==> src/rtl/rice_encode_if.sv <==
// Sample-in / bitstream-out handshake bundle for the Rice residual encoder.
// Master drives samples and consumes bits; slave is the encoder.
interface rice_encode_if;
    logic        iValid;
    logic [15:0] iMSB;
    logic [15:0] iLSB;
    logic [3:0]  iRiceParam;
    logic        oReady;
    logic        iEn;
    logic        oData;
    logic        oValid;
    logic        oFrameDone;

    modport master (
        output iValid, iMSB, iLSB, iRiceParam, iEn,
        input  oReady, oData, oValid, oFrameDone
    );

    modport slave (
        input  iValid, iMSB, iLSB, iRiceParam, iEn,
        output oReady, oData, oValid, oFrameDone
    );
endinterface

==> src/rtl/rice_encode.sv <==
// Serial partitioned Rice residual encoder, one stream bit per enabled cycle.
// Optional RICE_BITCOUNT_EN adds oBitCount, the consumed-bit count per frame.
module rice_encode #(
    parameter int MAX_PART_ORDER = 8
) (
    input  logic        iClk,
    input  logic        iRst,
    input  logic [15:0] iBlockSize,
    input  logic [3:0]  iPredictorOrder,
    input  logic [3:0]  iPartitionOrder,
    rice_encode_if.slave bus
`ifdef RICE_BITCOUNT_EN
    ,
    output logic [31:0] oBitCount
`endif
);
    localparam int PCW = MAX_PART_ORDER + 1;

    typedef enum logic [1:0] {IDLE, PARAM, UNARY, REMAINDER} state_t;

    state_t state, stateNext;

    logic [15:0]    cfgBlockSize;
    logic [3:0]     cfgPredOrder;
    logic [3:0]     cfgPartOrder;
    logic [15:0]    msbReg;
    logic [15:0]    lsbReg;
    logic [15:0]    bitCnt;
    logic [3:0]     param;
    logic [15:0]    sampleCount;
    logic [PCW-1:0] partCount;
    logic           frameDone;

    logic           accept;
    logic           adv;
    logic           unaryLast;
    logic           sampleDone;
    logic           dataBit;
    logic [15:0]    shifted;
    logic [15:0]    nLast;
    logic [PCW-1:0] partMax;
    logic           sampleLast;
    logic           partLast;

    assign accept    = bus.iValid && (state == IDLE);
    assign adv       = (state != IDLE) && bus.iEn;
    assign unaryLast = (bitCnt == msbReg);
    assign shifted   = cfgBlockSize >> cfgPartOrder;
    assign partMax   = (PCW'(1) << cfgPartOrder) - PCW'(1);
    assign sampleLast = (sampleCount == nLast);
    assign partLast   = (partCount == partMax);

    // Warm-up samples only shorten the first partition.
    always_comb begin
        nLast = shifted - 16'd1;
        if (cfgPartOrder == 4'd0)
            nLast = cfgBlockSize - {12'd0, cfgPredOrder} - 16'd1;
        else if (partCount == '0)
            nLast = shifted - {12'd0, cfgPredOrder} - 16'd1;
    end

    always_comb begin
        sampleDone = 1'b0;
        if (adv) begin
            if (state == UNARY && unaryLast && param == 4'd0)
                sampleDone = 1'b1;
            if (state == REMAINDER && bitCnt == 16'd0)
                sampleDone = 1'b1;
        end
    end

    always_ff @(posedge iClk) begin
        if (iRst)
            state <= IDLE;
        else
            state <= stateNext;
    end

    always_comb begin
        stateNext = state;
        dataBit   = 1'b0;
        unique case (state)
            IDLE: begin
                if (accept)
                    stateNext = (sampleCount == 16'd0) ? PARAM : UNARY;
            end
            PARAM: begin
                dataBit = param[bitCnt[1:0]];
                if (adv && bitCnt == 16'd0)
                    stateNext = UNARY;
            end
            UNARY: begin
                dataBit = unaryLast;
                if (adv && unaryLast)
                    stateNext = (param != 4'd0) ? REMAINDER : IDLE;
            end
            REMAINDER: begin
                dataBit = lsbReg[bitCnt[3:0]];
                if (adv && bitCnt == 16'd0)
                    stateNext = IDLE;
            end
            default: stateNext = IDLE;
        endcase
    end

    always_ff @(posedge iClk) begin
        if (iRst) begin
            cfgBlockSize <= iBlockSize;
            cfgPredOrder <= iPredictorOrder;
            cfgPartOrder <= iPartitionOrder;
            msbReg       <= '0;
            lsbReg       <= '0;
            bitCnt       <= '0;
            param        <= '0;
            sampleCount  <= '0;
            partCount    <= '0;
            frameDone    <= 1'b0;
        end else begin
            frameDone <= 1'b0;
            if (frameDone) begin
                cfgBlockSize <= iBlockSize;
                cfgPredOrder <= iPredictorOrder;
                cfgPartOrder <= iPartitionOrder;
            end
            if (accept) begin
                msbReg <= bus.iMSB;
                lsbReg <= bus.iLSB;
                if (sampleCount == 16'd0) begin
                    param  <= bus.iRiceParam;
                    bitCnt <= 16'd3;
                end else begin
                    bitCnt <= 16'd0;
                end
            end
            if (adv) begin
                unique case (state)
                    PARAM: begin
                        if (bitCnt != 16'd0)
                            bitCnt <= bitCnt - 16'd1;
                    end
                    UNARY: begin
                        if (unaryLast)
                            bitCnt <= {12'd0, param} - 16'd1;
                        else
                            bitCnt <= bitCnt + 16'd1;
                    end
                    REMAINDER: begin
                        if (bitCnt != 16'd0)
                            bitCnt <= bitCnt - 16'd1;
                    end
                    default: ;
                endcase
            end
            if (sampleDone) begin
                if (!sampleLast) begin
                    sampleCount <= sampleCount + 16'd1;
                end else begin
                    sampleCount <= '0;
                    if (partLast) begin
                        partCount <= '0;
                        frameDone <= 1'b1;
                    end else begin
                        partCount <= partCount + PCW'(1);
                    end
                end
            end
        end
    end

`ifdef RICE_BITCOUNT_EN
    // Held through the frame-done pulse, cleared right after it.
    always_ff @(posedge iClk) begin
        if (iRst)
            oBitCount <= '0;
        else if (frameDone)
            oBitCount <= '0;
        else if (adv)
            oBitCount <= oBitCount + 32'd1;
    end
`endif

    assign bus.oReady     = (state == IDLE);
    assign bus.oValid     = (state != IDLE);
    assign bus.oData      = dataBit;
    assign bus.oFrameDone = frameDone;
endmodule

==> src/flat_wrapper.sv <==
// flat-port wrapper written by rule: the top's interface ports become plain ports
module rice_encode_flat 
#(
    parameter int MAX_PART_ORDER = 8
)
  (iClk, iRst, iBlockSize, iPredictorOrder, iPartitionOrder, bus_iValid, bus_iMSB, bus_iLSB, bus_iRiceParam, bus_iEn, bus_oReady, bus_oData, bus_oValid, bus_oFrameDone);
  rice_encode_if bus_i ();
  input  logic iClk;
  input  logic iRst;
  input  logic [15:0] iBlockSize;
  input  logic [3:0] iPredictorOrder;
  input  logic [3:0] iPartitionOrder;
  input wire logic [$bits(bus_i.iValid)-1:0] bus_iValid;
  input wire logic [$bits(bus_i.iMSB)-1:0] bus_iMSB;
  input wire logic [$bits(bus_i.iLSB)-1:0] bus_iLSB;
  input wire logic [$bits(bus_i.iRiceParam)-1:0] bus_iRiceParam;
  input wire logic [$bits(bus_i.iEn)-1:0] bus_iEn;
  output wire logic [$bits(bus_i.oReady)-1:0] bus_oReady;
  output wire logic [$bits(bus_i.oData)-1:0] bus_oData;
  output wire logic [$bits(bus_i.oValid)-1:0] bus_oValid;
  output wire logic [$bits(bus_i.oFrameDone)-1:0] bus_oFrameDone;
  assign bus_i.iValid = bus_iValid;
  assign bus_i.iMSB = bus_iMSB;
  assign bus_i.iLSB = bus_iLSB;
  assign bus_i.iRiceParam = bus_iRiceParam;
  assign bus_i.iEn = bus_iEn;
  assign bus_oReady = bus_i.oReady;
  assign bus_oData = bus_i.oData;
  assign bus_oValid = bus_i.oValid;
  assign bus_oFrameDone = bus_i.oFrameDone;
  rice_encode #(.MAX_PART_ORDER(MAX_PART_ORDER)) u_core (.iClk(iClk), .iRst(iRst), .iBlockSize(iBlockSize), .iPredictorOrder(iPredictorOrder), .iPartitionOrder(iPartitionOrder), .bus(bus_i));
endmodule
==> config.mk <==
export PLATFORM = sky130hd
export DESIGN_NAME = rice_encode_flat
export DESIGN_NICKNAME = d
export VERILOG_FILES = /design/src/rtl/rice_encode_if.sv /design/src/rtl/rice_encode.sv /design/src/flat_wrapper.sv
export SDC_FILE = /design/constraint.sdc
export NUM_CORES = 1
export LEC_CHECK = 0
export ABC_AREA = 1
export BUFFER_PORTS_ARGS = -buffer_cell sky130_fd_sc_hd__clkbuf_2
export CORE_UTILIZATION = 40
export DETAILED_ROUTE_END_ITERATION = 12
export PLACE_DENSITY = 0.68
export SLEW_MARGIN = 15
export SYNTH_ARGS = -nofsm -noshare
export SYNTH_HDL_FRONTEND = slang
export SYNTH_SLANG_ARGS = --single-unit
==> constraint.sdc <==
create_clock -name iClk -period 6.45 [get_ports iClk]
set_input_delay 0.3225 -clock iClk [delete_from_list [all_inputs] [get_ports iClk]]
set_output_delay 0.3225 -clock iClk [all_outputs]
set_load 0.01 [all_outputs]
* Word-level counts from Yosys, hierarchy flattened
Cells that the tools add are included.
Word-level totals: bits of input ports 64, word-level logic and storage cells 92, memory bits (read-only) 0, latch bits 0, register bits after elaboration 104, output and inout bits 4, memories kept 0, bits in writable memories 0
Cells by class: $lt $le $gt $ge 2, bitwise operators 2, div/mod/pow operators 0, mux-type cells 32, eq/ne operators 10, $mul 0, shift-type cells 2, add/sub/neg operators 11, reductions and logical operators 22
Operators by type and width (number):
- 2-to-1 mux 16 bit | 9
- subtractor 16 x 1 -> 16 bit (second input constant) | 4
- adder 16 x 1 -> 16 bit (second input constant) | 2
- == test 16 bit | 2
- zero test 16 bit | 2
- case mux 16 bit (2 select lines) | 1
- subtractor 16 x 4 -> 16 bit | 2
- 2-to-1 mux 4 bit | 4
- nonzero test 16 bit | 1
- right shift 16 x 4 -> 16 bit | 1
- 2-to-1 mux 2 bit | 7
- adder 9 x 1 -> 9 bit (second input constant) | 1
- == test 9 bit | 1
- zero test 9 bit | 1
- 2-to-1 mux 9 bit | 1
- left shift 1 x 4 -> 9 bit (first input constant) | 1
- subtractor 9 x 2 -> 9 bit (second input constant) | 1
- zero test 4 bit | 2
- case mux 2 bit (4 select lines) | 1
- logical AND 1 bit | 7
- 2-to-1 mux 1 bit | 6
- < comparator 4 x 5 -> 1 bit (second input constant) | 1
- subtractor 4 x 1 -> 5 bit (second input constant) | 1
- binary-select mux 1 bit (select 4 bit) | 1
- other kinds (15) | 21

* Longest topological paths before layout
depth in word-level cells 8, mapped depth 30, depth with buffers taken out 29

* Least setup slack after synthesis
No wires, ideal clock.
kind register to register, from register u_core.cfgPartOrder[1], to register u_core.partCount[2], clock period less this slack 3.401 ns, required time 6.318 ns, path buffers 1, arrival 3.268 ns, setup time 0.132 ns, stages on the path, launching flop included 25, slack 3.049 ns, cells stage by stage edfxtp_1 -> inv_2 -> buf_4 -> nand3_2 -> nand3_1 -> nand2_1 -> nand2_1 -> nand3_2 -> ha_1 -> fa_1 -> a31oi_1 -> nor2_1 -> o21bai_1 -> a21oi_1 -> nand3_1 -> nand3_1 -> nand2_1 -> nand2_1 -> nand2_1 -> nor2_1 -> nand2_1 -> nor2_8 -> nand3_2 -> nand2_1 -> a21oi_1
Between the ends: cells in the longest elaborated chain, start to end 7, elaborated cells between the ends (all ways) 13, those cells by class 4 x add/sub; 2 x eq/ne; 2 x shift; 3 x mux; 2 x reduce/logical
Ends and longest elaborated chain:
- start: declaration | RTL line rice_encode.sv:25 | logic [3:0] cfgPartOrder;
- start signal: assignment | RTL line rice_encode.sv:110 | cfgPartOrder <= iPartitionOrder;
- start signal: assignment | RTL line rice_encode.sv:123 | cfgPartOrder <= iPartitionOrder;
- right shift 16 x 4 -> 16 bit | RTL line rice_encode.sv:48 | assign shifted = cfgBlockSize >> cfgPartOrder;
- subtractor 16 x 4 -> 16 bit | RTL line rice_encode.sv:59 | nLast = shifted - {12'd0, cfgPredOrder} - 16'd1;
- subtractor 16 x 1 -> 16 bit | RTL line rice_encode.sv:59
- 2-to-1 mux 16 bit | RTL line rice_encode.sv:58 | else if (partCount == '0)
- 2-to-1 mux 16 bit | RTL line rice_encode.sv:56 | if (cfgPartOrder == 4'd0)
- == test 16 bit | RTL line rice_encode.sv:50 | assign sampleLast = (sampleCount == nLast);
- AND reduction 2 bit (no line)
- end signal: assignment | RTL line rice_encode.sv:163 | partCount <= partCount + PCW'(1);
- end: declaration | RTL line rice_encode.sv:31 | logic [PCW-1:0] partCount;
Several ways; a longest one is shown, not always the timed one. A chain may end at the register's enable or synchronous reset.

* Final worst setup path
from register u_core.cfgPartOrder[0], to register u_core.sampleCount[12]
Between the ends: cells in the longest elaborated chain, start to end 7, elaborated cells between the ends (all ways) 9, those cells by class 3 x add/sub; 1 x eq/ne; 1 x shift; 3 x mux; 1 x reduce/logical
Ends and longest elaborated chain:
- right shift 16 x 4 -> 16 bit | RTL line rice_encode.sv:48
- subtractor 16 x 4 -> 16 bit | RTL line rice_encode.sv:59
- subtractor 16 x 1 -> 16 bit | RTL line rice_encode.sv:59
- 2-to-1 mux 16 bit | RTL line rice_encode.sv:58
- 2-to-1 mux 16 bit * | RTL line rice_encode.sv:56
- == test 16 bit * | RTL line rice_encode.sv:50
- 2-to-1 mux 16 bit * | RTL line rice_encode.sv:155 | if (!sampleLast) begin
- end signal: assignment | RTL line rice_encode.sv:156 | sampleCount <= sampleCount + 16'd1;
- end: declaration | RTL line rice_encode.sv:30 | logic [15:0] sampleCount;
Mark *: on every way between the ends. The rest lies on a longest branch, timed or not.

==> results_dict.tcl <==
set metrics [dict create \
    status "completed" \
    synth-compound-area-share 0.135 \
    register_area_mm2 0.00232 \
    crit_type "flip-flop to flip-flop" \
    synth_top_area_share 0.198 \
    cts.repair_timing.setup_buffer_count 0 \
    post_layout_nonfiller_instances 1596 \
    initial_antenna_violation_count 0 \
    max_cap_viol_count 0 \
    avgViaCountPerCell 5.31 \
    total_number_of_vias 8467 \
    first_pass_iters 7 \
    worst_setup_path_start_kind "flip-flop" \
    synthesized_area_mm2 0.00809 \
    max_slew.worst_pin.slew_ps 1090 \
    synthAdderAreaFrac 0.0328 \
    hold_path_depth 1 \
    crit_required_ps 6730 \
    dp.final_hpwl_um 17900 \
    number_of_buffers_created_by_cts 9 \
    synth-edff-count 24 \
    worst-path-max-fanout 21 \
    clock_path_buffers 2 \
    finalCriticalPeriod_ps 4580 \
    drive_above_1_share 0.112 \
    grt.total_usage 0.235 \
    die_height_um 144 \
    synth_top_flop_cell "sky130_fd_sc_hd__dfxtp_1" \
    final_min_period_over_clock_period 0.711 \
    r2r_start "u_core.cfgPartOrder[0]" \
    setup-violations-final 0 \
    grt_setup_unrepaired "false" \
    vdd.ir_drop.worst_mv 0.176 \
    port_buffers 67 \
    initial_cell_density_of_the_core 0.412 \
    synth-warning-count 0 \
    grt_max_degree 47 \
    synth_seq_area_share 0.287 \
    worstHoldEndpoint "u_core.cfgBlockSize[11]" \
    holdCritStartpoint "iBlockSize[11]" \
    synth_most_common_cell "sky130_fd_sc_hd__nand2_1" \
    cts.hold.buffers_added 0 \
    leakage_power_nw 4.03 \
    worst_skew_pair.late_latency_ps 380 \
    placed_cells 1580 \
    synth.top_cells.by_area "sky130_fd_sc_hd__dfxtp_1 (20%), sky130_fd_sc_hd__nand2_1 (13%), sky130_fd_sc_hd__edfxtp_1 (8.9%)" \
    fmax_mhz 218 \
    grt_pass1_wl_um 38200 \
    drcViolationCount 0 \
    die_w_um 144 \
    post_synth_num_cell_types 50 \
    tritoncts "done" \
    synth_xor_area_frac 0.0455 \
    cts.sink_count 104 \
    syn_area_per_cell_um2 6.30 \
    num_io_pins 68 \
    cts-root-buf "sky130_fd_sc_hd__clkbuf_16" \
    hold_class "primary input to flip-flop" \
    ctsHtreeMaxLevel 3 \
    multi_input_area_mm2 0.00503 \
    synth_area_leader_cell "sky130_fd_sc_hd__dfxtp_1" \
    remaining_antenna_violation_count 0 \
    yosys-top-cells-count "sky130_fd_sc_hd__nand2_1 (286), sky130_fd_sc_hd__nor2_1 (186), sky130_fd_sc_hd__nand3_1 (136)" \
    number_of_pins_with_negative_max_slew_slack_in_the_final_report 0 \
    timing.final.hold_violations 0 \
    cp_data_arrival_time_ps 4860 \
    drt_wl_total_um 23500 \
    number_of_global_route_vias_before_repair 7609 \
    fillers 2128 \
    antennaDiodeCount 0 \
    synth.area.mux_share 0 \
    routedWlPerCell_um 14.7 \
    reg2reg_setup_slack_ps 1870 \
    setup_tns_ps 0 \
    initialDrtViolationCount 829 \
    mappedNetlistNets 1367 \
    core.rowCount 51 \
    synth-seq-cells 104 \
    area_growth_syn_to_layout_pct 10.1 \
    skew_ps 16.5 \
    gp_routability_congestion 0.945 \
    max_slew_margin 0.269 \
    cts-resized-gates 0 \
    worstReg2RegEnd "u_core.sampleCount[12]" \
    crit_path_end_kind "flip-flop" \
    fraction_of_the_mapped_netlist_area_in_simple_logic_gates 0.408 \
    overflow 0 \
    worst-r2r-cell-count 25 \
    nets 1410 \
    path_clk_slew_ps 80 \
    die_area_mm2 0.0208 \
    floorplan.core_area_mm2 0.0197 \
    syn-instance-count 1283 \
    synth_top_family_by_area "simple AND/OR/NAND/NOR gates" \
    power.density_mw_per_mm2 298 \
    synth-async-reset-ratio 0 \
]
[cell families (layout without fill, tap and decap cells)]
kind of cell,Yosys count,count (layout)
xor gates and xnor gates,42,42
buffers and inverters,183,231
AOI/OAI and AO/OA,202,202
and+or+nand+nor,732,732
DFF,104,104
adders and majority gates,20,20
[routing by layer]
| layer | global-route usage | wire length (um) | vias up |
|---|---|---|---|
| li1 | - | - | 4333 |
| met1 | 0.338 | 11600 | 3852 |
| met2 | 0.363 | 10100 | 245 |
| met3 | 0.0368 | 1330 | 37 |
| met4 | 0.0648 | 441 | 0 |
| met5 | 0 | 0 | - |
[state kept, by name (all words and copies together), names as in the netlist]
| name | cells |
|---|---|
| u_core.bitCnt | 16 |
| u_core.cfgBlockSize | 16 |
| u_core.lsbReg | 16 |
| u_core.msbReg | 16 |
| u_core.sampleCount | 16 |
| u_core.partCount | 9 |
| u_core.cfgPartOrder | 4 |
| u_core.cfgPredOrder | 4 |
| u_core.param | 4 |
| u_core.state | 2 |
| u_core.bus.oFrameDone | 1 |
[layout by cell type, fill, tap and decap left out, types with 40 or more instances in the layout]
master	Yosys	final
sky130_fd_sc_hd__o21ai_0	106	106
sky130_fd_sc_hd__nor2_1	186	185
sky130_fd_sc_hd__nand3_1	136	136
sky130_fd_sc_hd__nand2_1	286	286
sky130_fd_sc_hd__inv_1	130	130
sky130_fd_sc_hd__nand4_1	40	40
sky130_fd_sc_hd__a21oi_1	61	61
sky130_fd_sc_hd__dfxtp_1	80	80
sky130_fd_sc_hd__clkbuf_2	0	67
[worst max path at each step]
| stage | startpoint | to | cells after the start |
|---|---|---|---|
| after global routing | u_core.cfgPartOrder[3] | u_core.sampleCount[12] | 26 |
| final | u_core.cfgPartOrder[0] | u_core.sampleCount[12] | 25 |
| after CTS | u_core.cfgPartOrder[0] | u_core.sampleCount[12] | 25 |
| after global placement | u_core.cfgPartOrder[0] | u_core.sampleCount[10] | 27 |
| after detailed placement | u_core.cfgPartOrder[0] | u_core.sampleCount[12] | 25 |
| after floorplan | u_core.cfgPartOrder[1] | u_core.partCount[2] | 24 |
[report_power, final]
group | internal, mW | switching, mW
clock | 0.289 | 0.313
sequential | 0.768 | 0.120
combinational | 0.397 | 0.770
[per-stage QoR]
stage,total power [mW],utilization,instance area (um^2),worst slack [ps],hold slack (ps)
global placement,2.04,0.437,8580,2100,493
floorplan,1.76,-,8090,3050,421
CTS,2.66,0.453,8900,1960,116
global route,2.86,0.453,8900,1330,115
detailed placement,2.05,0.437,8580,1990,492
finish,2.66,0.453,8900,1870,124
[area by class of cell]
cell class | count | share of cell area
Clock buffer | 9 | 0.0253
Sequential cell | 104 | 0.261
Tap cell | 265 | 0.0372
Multi-Input combinational cell | 996 | 0.565
Clock inverter | 7 | 0.0108
Timing Repair Buffer | 70 | 0.0402
Inverter | 145 | 0.0611
[worst max-delay path, stage by stage (launching register included)]
cell	delay (ps)
sky130_fd_sc_hd__edfxtp_1	800
sky130_fd_sc_hd__inv_2	270
sky130_fd_sc_hd__nand2_1	170
sky130_fd_sc_hd__nand3_1	120
sky130_fd_sc_hd__nand3_1	130
sky130_fd_sc_hd__nand2_1	120
sky130_fd_sc_hd__nand2_1	100
sky130_fd_sc_hd__nand3_2	110
sky130_fd_sc_hd__ha_1	230
sky130_fd_sc_hd__fa_1	400
sky130_fd_sc_hd__a31oi_1	280
sky130_fd_sc_hd__nand2_1	120
sky130_fd_sc_hd__nand2_1	160
sky130_fd_sc_hd__nand3_1	100
sky130_fd_sc_hd__nand2_1	70
sky130_fd_sc_hd__nand3_1	100
sky130_fd_sc_hd__nand3_1	140
sky130_fd_sc_hd__nand2_1	90
sky130_fd_sc_hd__nor2_1	90
sky130_fd_sc_hd__nand2_1	70
sky130_fd_sc_hd__nor2_2	140
sky130_fd_sc_hd__nand3_2	290
sky130_fd_sc_hd__nand2_2	210
sky130_fd_sc_hd__inv_2	60
sky130_fd_sc_hd__nand2_1	60
sky130_fd_sc_hd__inv_1	30
(Power assumes the default switching activity.)
